## config.mk

```make
export PLATFORM = sky130hd
export DESIGN_NAME = hkspi_slave_sync
export DESIGN_NICKNAME = d
export VERILOG_FILES = /design/src/rtl/hkspi_slave_sync.sv
export SDC_FILE = /design/constraint.sdc
export NUM_CORES = 1
export LEC_CHECK = 0
export ABC_CLOCK_PERIOD_IN_PS = 1600
export CORE_MARGIN = 2
export CORE_UTILIZATION = 37
export CTS_BUF_LIST = sky130_fd_sc_hd__clkbuf_8
export DETAILED_ROUTE_END_ITERATION = 8
export PLACE_DENSITY_LB_ADDON = 0.08
export SLEW_MARGIN = 20
export SYNTH_ARGS = -nofsm -noshare
export SYNTH_HDL_FRONTEND = slang
export SYNTH_SLANG_ARGS = --single-unit
export TNS_END_PERCENT = 100
```

## constraint.sdc

```tcl
create_clock -name clock -period 1.6 [get_ports clock]
set_input_delay 0.16 -clock clock [delete_from_list [all_inputs] [get_ports clock]]
set_output_delay 0.16 -clock clock [all_outputs]
set_load 0.03 [all_outputs]
```

## src/rtl/hkspi_slave_sync.sv

```systemverilog
// hkspi_slave_sync: housekeeping SPI slave (mode 0) with pins oversampled on clock.
// Optional HKSPI_BYTE_COUNT_EN: cmd[5:3] limits the transfer to n data bytes.
module hkspi_slave_sync #(
    parameter int SYNC_STAGES = 2
) (
    input  logic       clock,
    input  logic       reset_n,
    input  logic       sck,
    input  logic       csb,
    input  logic       sdi,
    output logic       sdo,
    output logic       sdo_oe,
    output logic [7:0] reg_addr,
    output logic [7:0] reg_wdata,
    output logic       reg_we,
    output logic       reg_re,
    input  logic [7:0] reg_rdata,
    output logic       busy
);

    typedef enum logic [2:0] {
        S_IDLE,
        S_COMMAND,
        S_ADDRESS,
        S_DATA,
        S_IGNORE
    } state_t;

    state_t r_state;
    state_t w_next;

    logic [SYNC_STAGES-1:0] r_sck_sync;
    logic [SYNC_STAGES-1:0] r_csb_sync;
    logic [SYNC_STAGES-1:0] r_sdi_sync;
    logic                   r_sck_d;
    logic                   r_csb_d;

    logic       w_sck;
    logic       w_csb_hi;
    logic       w_sdi;
    logic       w_rise;
    logic       w_csb_fall;

    logic [6:0] r_shift;
    logic [2:0] r_bitcnt;
    logic [1:0] r_mode;
    logic [7:0] r_addr;
    logic [7:0] r_wdata;
    logic       r_we;
    logic       r_re;
    logic       r_cap;
    logic [7:0] r_oshift;

    logic [7:0] w_byte;
    logic       w_done;
    logic       w_cmd_done;
    logic       w_addr_done;
    logic       w_data_done;
    logic       w_rd;
    logic       w_wr;
    logic       w_last;

    always_ff @(posedge clock or negedge reset_n) begin
        if (!reset_n) begin
            r_sck_sync <= '0;
            r_csb_sync <= '1;
            r_sdi_sync <= '0;
            r_sck_d    <= 1'b0;
            r_csb_d    <= 1'b1;
        end else begin
            r_sck_sync <= {r_sck_sync[SYNC_STAGES-2:0], sck};
            r_csb_sync <= {r_csb_sync[SYNC_STAGES-2:0], csb};
            r_sdi_sync <= {r_sdi_sync[SYNC_STAGES-2:0], sdi};
            r_sck_d    <= w_sck;
            r_csb_d    <= w_csb_hi;
        end
    end

    assign w_sck      = r_sck_sync[SYNC_STAGES-1];
    assign w_csb_hi   = r_csb_sync[SYNC_STAGES-1];
    assign w_sdi      = r_sdi_sync[SYNC_STAGES-1];
    assign w_rise     = w_sck & ~r_sck_d;
    assign w_csb_fall = r_csb_d & ~w_csb_hi;

    assign w_byte      = {r_shift, w_sdi};
    assign w_done      = w_rise && (r_bitcnt == 3'd7);
    assign w_cmd_done  = w_done && (r_state == S_COMMAND);
    assign w_addr_done = w_done && (r_state == S_ADDRESS);
    assign w_data_done = w_done && (r_state == S_DATA);
    assign w_rd        = r_mode[0];
    assign w_wr        = r_mode[1];

`ifdef HKSPI_BYTE_COUNT_EN
    logic [2:0] r_nbytes;
    logic [2:0] r_count;

    always_ff @(posedge clock or negedge reset_n) begin
        if (!reset_n) begin
            r_nbytes <= 3'd0;
            r_count  <= 3'd0;
        end else if (w_cmd_done) begin
            r_nbytes <= w_byte[5:3];
            r_count  <= 3'd0;
        end else if (w_data_done) begin
            r_count <= r_count + 3'd1;
        end
    end

    assign w_last = (r_nbytes != 3'd0) && ((r_count + 3'd1) == r_nbytes);
`else
    assign w_last = 1'b0;
`endif

    always_ff @(posedge clock or negedge reset_n) begin
        if (!reset_n) begin
            r_state <= S_IDLE;
        end else begin
            r_state <= w_next;
        end
    end

    always_comb begin
        w_next = r_state;
        sdo_oe = 1'b0;
        sdo    = 1'b0;
        unique case (r_state)
            S_IDLE: begin
                if (w_csb_fall) begin
                    w_next = S_COMMAND;
                end
            end
            S_COMMAND: begin
                if (w_done) begin
                    w_next = (w_byte[7:6] == 2'b00) ? S_IGNORE : S_ADDRESS;
                end
            end
            S_ADDRESS: begin
                if (w_done) begin
                    w_next = S_DATA;
                end
            end
            S_DATA: begin
                sdo_oe = w_rd;
                if (w_done && w_last) begin
                    w_next = S_IGNORE;
                end
            end
            S_IGNORE: begin
                w_next = S_IGNORE;
            end
            default: begin
                w_next = S_IDLE;
            end
        endcase
        if (w_csb_hi && (r_state != S_IDLE)) begin
            w_next = S_IDLE;
        end
        sdo = sdo_oe & r_oshift[7];
    end

    // Write modes strobe reg_we first and advance the address on the strobe,
    // so a read/write stream reads address A before writing it.
    always_ff @(posedge clock or negedge reset_n) begin
        if (!reset_n) begin
            r_shift  <= '0;
            r_bitcnt <= '0;
            r_mode   <= '0;
            r_addr   <= '0;
            r_wdata  <= '0;
            r_we     <= 1'b0;
            r_re     <= 1'b0;
            r_cap    <= 1'b0;
            r_oshift <= '0;
        end else begin
            r_we  <= 1'b0;
            r_re  <= 1'b0;
            r_cap <= r_re;
            if (r_state == S_IDLE) begin
                r_bitcnt <= '0;
            end else if (w_rise) begin
                r_bitcnt <= r_bitcnt + 3'd1;
            end
            if (w_rise) begin
                r_shift <= w_byte[6:0];
            end
            if (w_cmd_done) begin
                r_mode <= w_byte[7:6];
            end
            if (w_addr_done) begin
                r_addr <= w_byte;
                r_re   <= w_rd && !w_csb_hi;
            end
            if (w_data_done) begin
                if (w_wr) begin
                    r_we    <= 1'b1;
                    r_wdata <= w_byte;
                end else begin
                    r_addr <= r_addr + 8'd1;
                    r_re   <= !w_csb_hi && !w_last;
                end
            end
            if (r_we) begin
                r_addr <= r_addr + 8'd1;
                r_re   <= w_rd && (r_state == S_DATA) && !w_csb_hi;
            end
            if (r_cap) begin
                r_oshift <= reg_rdata;
            end else if (w_rise && (r_state == S_DATA) && w_rd) begin
                r_oshift <= {r_oshift[6:0], 1'b0};
            end
        end
    end

    assign reg_addr  = r_addr;
    assign reg_wdata = r_wdata;
    assign reg_we    = r_we;
    assign reg_re    = r_re;
    assign busy      = ~w_csb_hi;

endmodule

```

==> flow_summary.rst <==
.. list-table::
   :header-rows: 1

   * - Metric
     - Value
   * - Tightest slew margin relative to the limit
     - 0.692
   * - Total clock sinks
     - 50
   * - Count of nets after finishing
     - about 270
   * - Area used by multi-input combinational logic
     - 1070 um^2
   * - Worst min path class
     - input port to flip-flop
   * - XOR/XNOR share of the synthesized area
     - 0.0153
   * - Depth of the worst register-to-register path
     - 6
   * - Area fraction in and, or, nand and nor cells after synthesis
     - 0.194
   * - Total congestion overflow
     - 0
   * - Post-synthesis cell area
     - between 2000 and 2500 um^2
   * - Worst clock skew
     - roughly 0.0095 ns
   * - Net Count, Synth
     - roughly 210
   * - Register Area
     - between 1000 and 1500 um^2
   * - Via count
     - 1,720
   * - Worst setup slack for register-to-register paths
     - -0.14 ns
   * - Crit-path most repeated cell
     - sky130_fd_sc_hd__o22a_1
   * - Critical Path Slowest Stage Cell
     - sky130_fd_sc_hd__dfrtp_1
   * - Fraction of registers with async set/reset
     - 1.00
   * - Post-synthesis mux area share
     - 0.0875
   * - Adder and majority gate portion of the synthesized area
     - 0.0164
   * - First-pass detailed-route iteration total
     - 4
   * - Synth-to-Final Area Change
     - 35.5%
   * - Crit start category
     - flip-flop
   * - Portion of the post-synthesis area used by sequential elements
     - 0.549
   * - Top Ports
     - 34
   * - Worst-case setup slack after placement
     - -0.170 ns
   * - Largest stage delay on the critical path
     - a little under 0.4 ns
   * - Compound-gate portion of the synthesized area
     - 0.101
   * - Worst Setup Slack, final
     - -0.135 ns
   * - Detail-routed net length per standard cell
     - 16.1 um
   * - Cells after synthesis
     - ~200
   * - Leakage power of the design
     - around 1.4 nW
   * - Unrepaired setup endpoints after global routing
     - yes
   * - Clock latency on the worst-skew pair
     - around 0.3 ns
   * - Terminating pin of the worst hold path
     - r_csb_sync[0]
   * - Violated checks
     - setup timing
   * - First-pass GRT wire length
     - ~8200 um
   * - DRC violations left
     - 0
   * - Dominant cell by count in the synthesized netlist
     - sky130_fd_sc_hd__dfrtp_1
   * - Main combinational cell family by area after synthesis
     - simple AND/OR/NAND/NOR gates
   * - Final core utilization
     - 0.520
   * - Max-slew violations
     - 0
   * - Placer's final routability congestion estimate
     - 0.823
   * - Reg2Reg Capture Point
     - reg_addr[6]
   * - Synthesized area per cell
     - about 12 um^2
   * - Fraction of layout cells with a size suffix above 1
     - 0.309
   * - Hold path start
     - csb
   * - Maximum resistive drop on vdd
     - about 540 uV
   * - Element type at the critical path end
     - flip-flop
   * - Synthesis Warnings
     - 0
   * - Layout filler cell count
     - about 540
   * - Antenna violations before repair
     - 0
   * - Result of the run
     - finished, violations left
   * - Max-cap viol count
     - 0
   * - R2r startpoint
     - r_bitcnt[1]
   * - Count of flip-flops with a built-in enable after synthesis
     - 0
   * - Initial detailed-routing violation count
     - 84
   * - Clock period minus worst slack
     - 1.74 ns
   * - Final hold violations
     - 0
   * - Core area
     - just under 6000 um^2
   * - Total routed wirelength
     - 5320 um
   * - Top FF cell, synth
     - sky130_fd_sc_hd__dfrtp_1
   * - Cell area after layout
     - 3100 um^2
   * - FF+latch count, synth
     - 50
   * - Effective utilization at floorplan
     - 0.384
   * - Avg Vias per Cell
     - just over 5
   * - Standard cell area after detailed placement
     - 2830 um^2
   * - Number of nets with antenna violations after routing
     - 0
   * - Maximum fanout encountered on the critical timing path
     - 6
   * - Arrival time of data at the critical path endpoint
     - 1.92 ns
   * - Reg clk slew, reported paths
     - 0.09 ns
   * - Level count of the clock H-tree
     - 2
   * - Total power density per cell area
     - ~800 nW/um^2
   * - Clock root cell
     - sky130_fd_sc_hd__clkbuf_8
   * - Max Clk Rate
     - ~580 MHz
   * - Final setup viols
     - 12
   * - TritonCTS clock tree
     - done
   * - Count of standard-cell rows
     - 28
   * - Final worst-path cycle share
     - 1.08
   * - Input/output buffers
     - 33
   * - Required time of the worst setup path
     - ~1.8 ns
   * - CP cell instances
     - ha_2 > ha_4 > and3b_2 > and3_4 > o22a_1 > o22a_1
   * - Largest net degree at the start of global routing
     - 33
   * - Antenna cell count
     - 0
   * - GRT Overall Usage
     - 0.162
   * - Number of stages on the worst hold path
     - 1
   * - Critical setup path kind
     - flip-flop to flip-flop
   * - Die outline width
     - 82.6 um
   * - Cell taking the most area after synthesis
     - sky130_fd_sc_hd__dfrtp_1
   * - Estimated wirelength of the detail-placed design
     - 3650 um
   * - Commonest cells in the synthesized netlist
     - sky130_fd_sc_hd__dfrtp_1 (47), sky130_fd_sc_hd__nand2_1 (36), sky130_fd_sc_hd__nor2_1 (9), sky130_fd_sc_hd__o21ai_0 (9)
   * - Vias in the first global route
     - about 1,700
   * - Netlist cell types
     - 48
   * - Share of the synthesized area in the top cell type
     - 0.514
   * - Vertical die dimension
     - 82.6 um
   * - Worst slew pin tran
     - between 0.4 and 0.5 ns
   * - TritonCTS buffer count
     - 5
   * - Maximum root-to-sink buffer count
     - 2
   * - Most area-consuming cells after synthesis
     - sky130_fd_sc_hd__dfrtp_1 (51%), sky130_fd_sc_hd__nand2_1 (5.9%), sky130_fd_sc_hd__mux2_2 (3.9%), sky130_fd_sc_hd__mux2i_1 (3.5%), sky130_fd_sc_hd__dfstp_2 (3.4%)
   * - Total die area
     - 6830 um^2
kinds of logic after synthesis:
logic type | Yosys count
XOR/XNOR | 4
multiplexers | 18
buffers and inverters | 14
AO/OA/AOI/OAI | 32
AND/OR/NAND/NOR | 77
flip-flops | 50
adder cells (fa/ha/maj) | 3
sequential cells by signal, indices dropped and copies added, names as in the netlist:
register	cells
r_sck_d	1
reg_wdata	8
r_bitcnt	3
r_shift	7
r_cap	1
reg_re	1
r_csb_d	1
reg_addr	8
r_mode	2
r_sck_sync	2
r_state	3
r_sdi_sync	2
r_oshift	8
reg_we	1
r_csb_sync	2
layout by cell type (no fill, tap or decap), drive strengths merged, types with 3 or more instances in the layout:
cell type	netlist	final
clkbuf	1	5
xnor2	3	3
dlygate4sd2	0	8
o21ai	11	11
o22a	4	4
dfrtp	47	47
o22ai	5	5
nand3	3	3
clkdlybuf4s50	0	21
dfstp	3	3
mux2i	8	8
nand2	36	36
nor2	10	10
inv	6	7
mux2	10	10
a21oi	5	5
ha	3	3
nor3	11	11
buf	7	26
power by group:
group	switching [mW]	internal [mW]
clock network	0.425	0.461
logic	0.115	0.111
registers	0.0558	1.31
total	0.596	1.89
critical path, delay by kind of cell (launching register included):
kind	cells	cell delay, ns
compound gates	2	0.39
simple gates	2	0.48
fa+ha+maj	2	0.37
flops	1	0.39
area by class of cell:
type / count / area share
Tap cell: 75 / 0.0303
Timing Repair Buffer: 57 / 0.174
Inverter: 6 / 0.00888
Clock inverter: 3 / 0.0133
Sequential cell: 50 / 0.406
Multi-Input combinational cell: 135 / 0.345
Clock buffer: 5 / 0.0222
stage by stage:
stage | hold WS (ns) | total power, mW | TNS (ns) | cells
CTS | 0.245 | 2.49 | -1.09 | 327
global placement | 0.130 | 1.59 | -0.817 | 316
finish | 0.250 | 2.48 | -1.11 | 331
detailed placement | 0.140 | 1.60 | -1.43 | 316
global route | 0.240 | 2.59 | -2.46 | 331
floorplan | -0.136 | 1.47 | -0.273 | 198
worst max-delay path by stage:
| stage | startpoint | end | depth (start not counted) |
|---|---|---|---|
| 3_5_place_dp | r_bitcnt[0] | reg_addr[3] | 6 |
| 6_report | r_bitcnt[1] | reg_addr[6] | 6 |
| 4_1_cts | r_bitcnt[1] | reg_addr[4] | 6 |
| 5_1_grt | r_bitcnt[0] | reg_addr[3] | 6 |
| 3_3_place_gp | r_bitcnt[1] | reg_addr[3] | 6 |
| 2_1_floorplan | r_bitcnt[0] | reg_addr[6] | 7 |
repair_timing:
item / CTS / global route
pin swaps: 5 / 0
hold buffers: 1 / 0
resized for setup: 21 / 14
cloned: 1 / 0
endpoints found under the setup margin: 29 / 23
setup buffers: 1 / 4
endpoints found under the hold margin: 15 / 0
layer usage:
layer  vias up  share of wire  track usage  routed length (um)
li1        809              -            -                   -
met1       856           0.47        0.207                2490
met2        44           0.48        0.268                2560
met3        11          0.035       0.0283                 184
met4         0          0.016       0.0705                  85
met5         -              0            0                   0
Note: power is estimated with default switching activity, not from simulation.
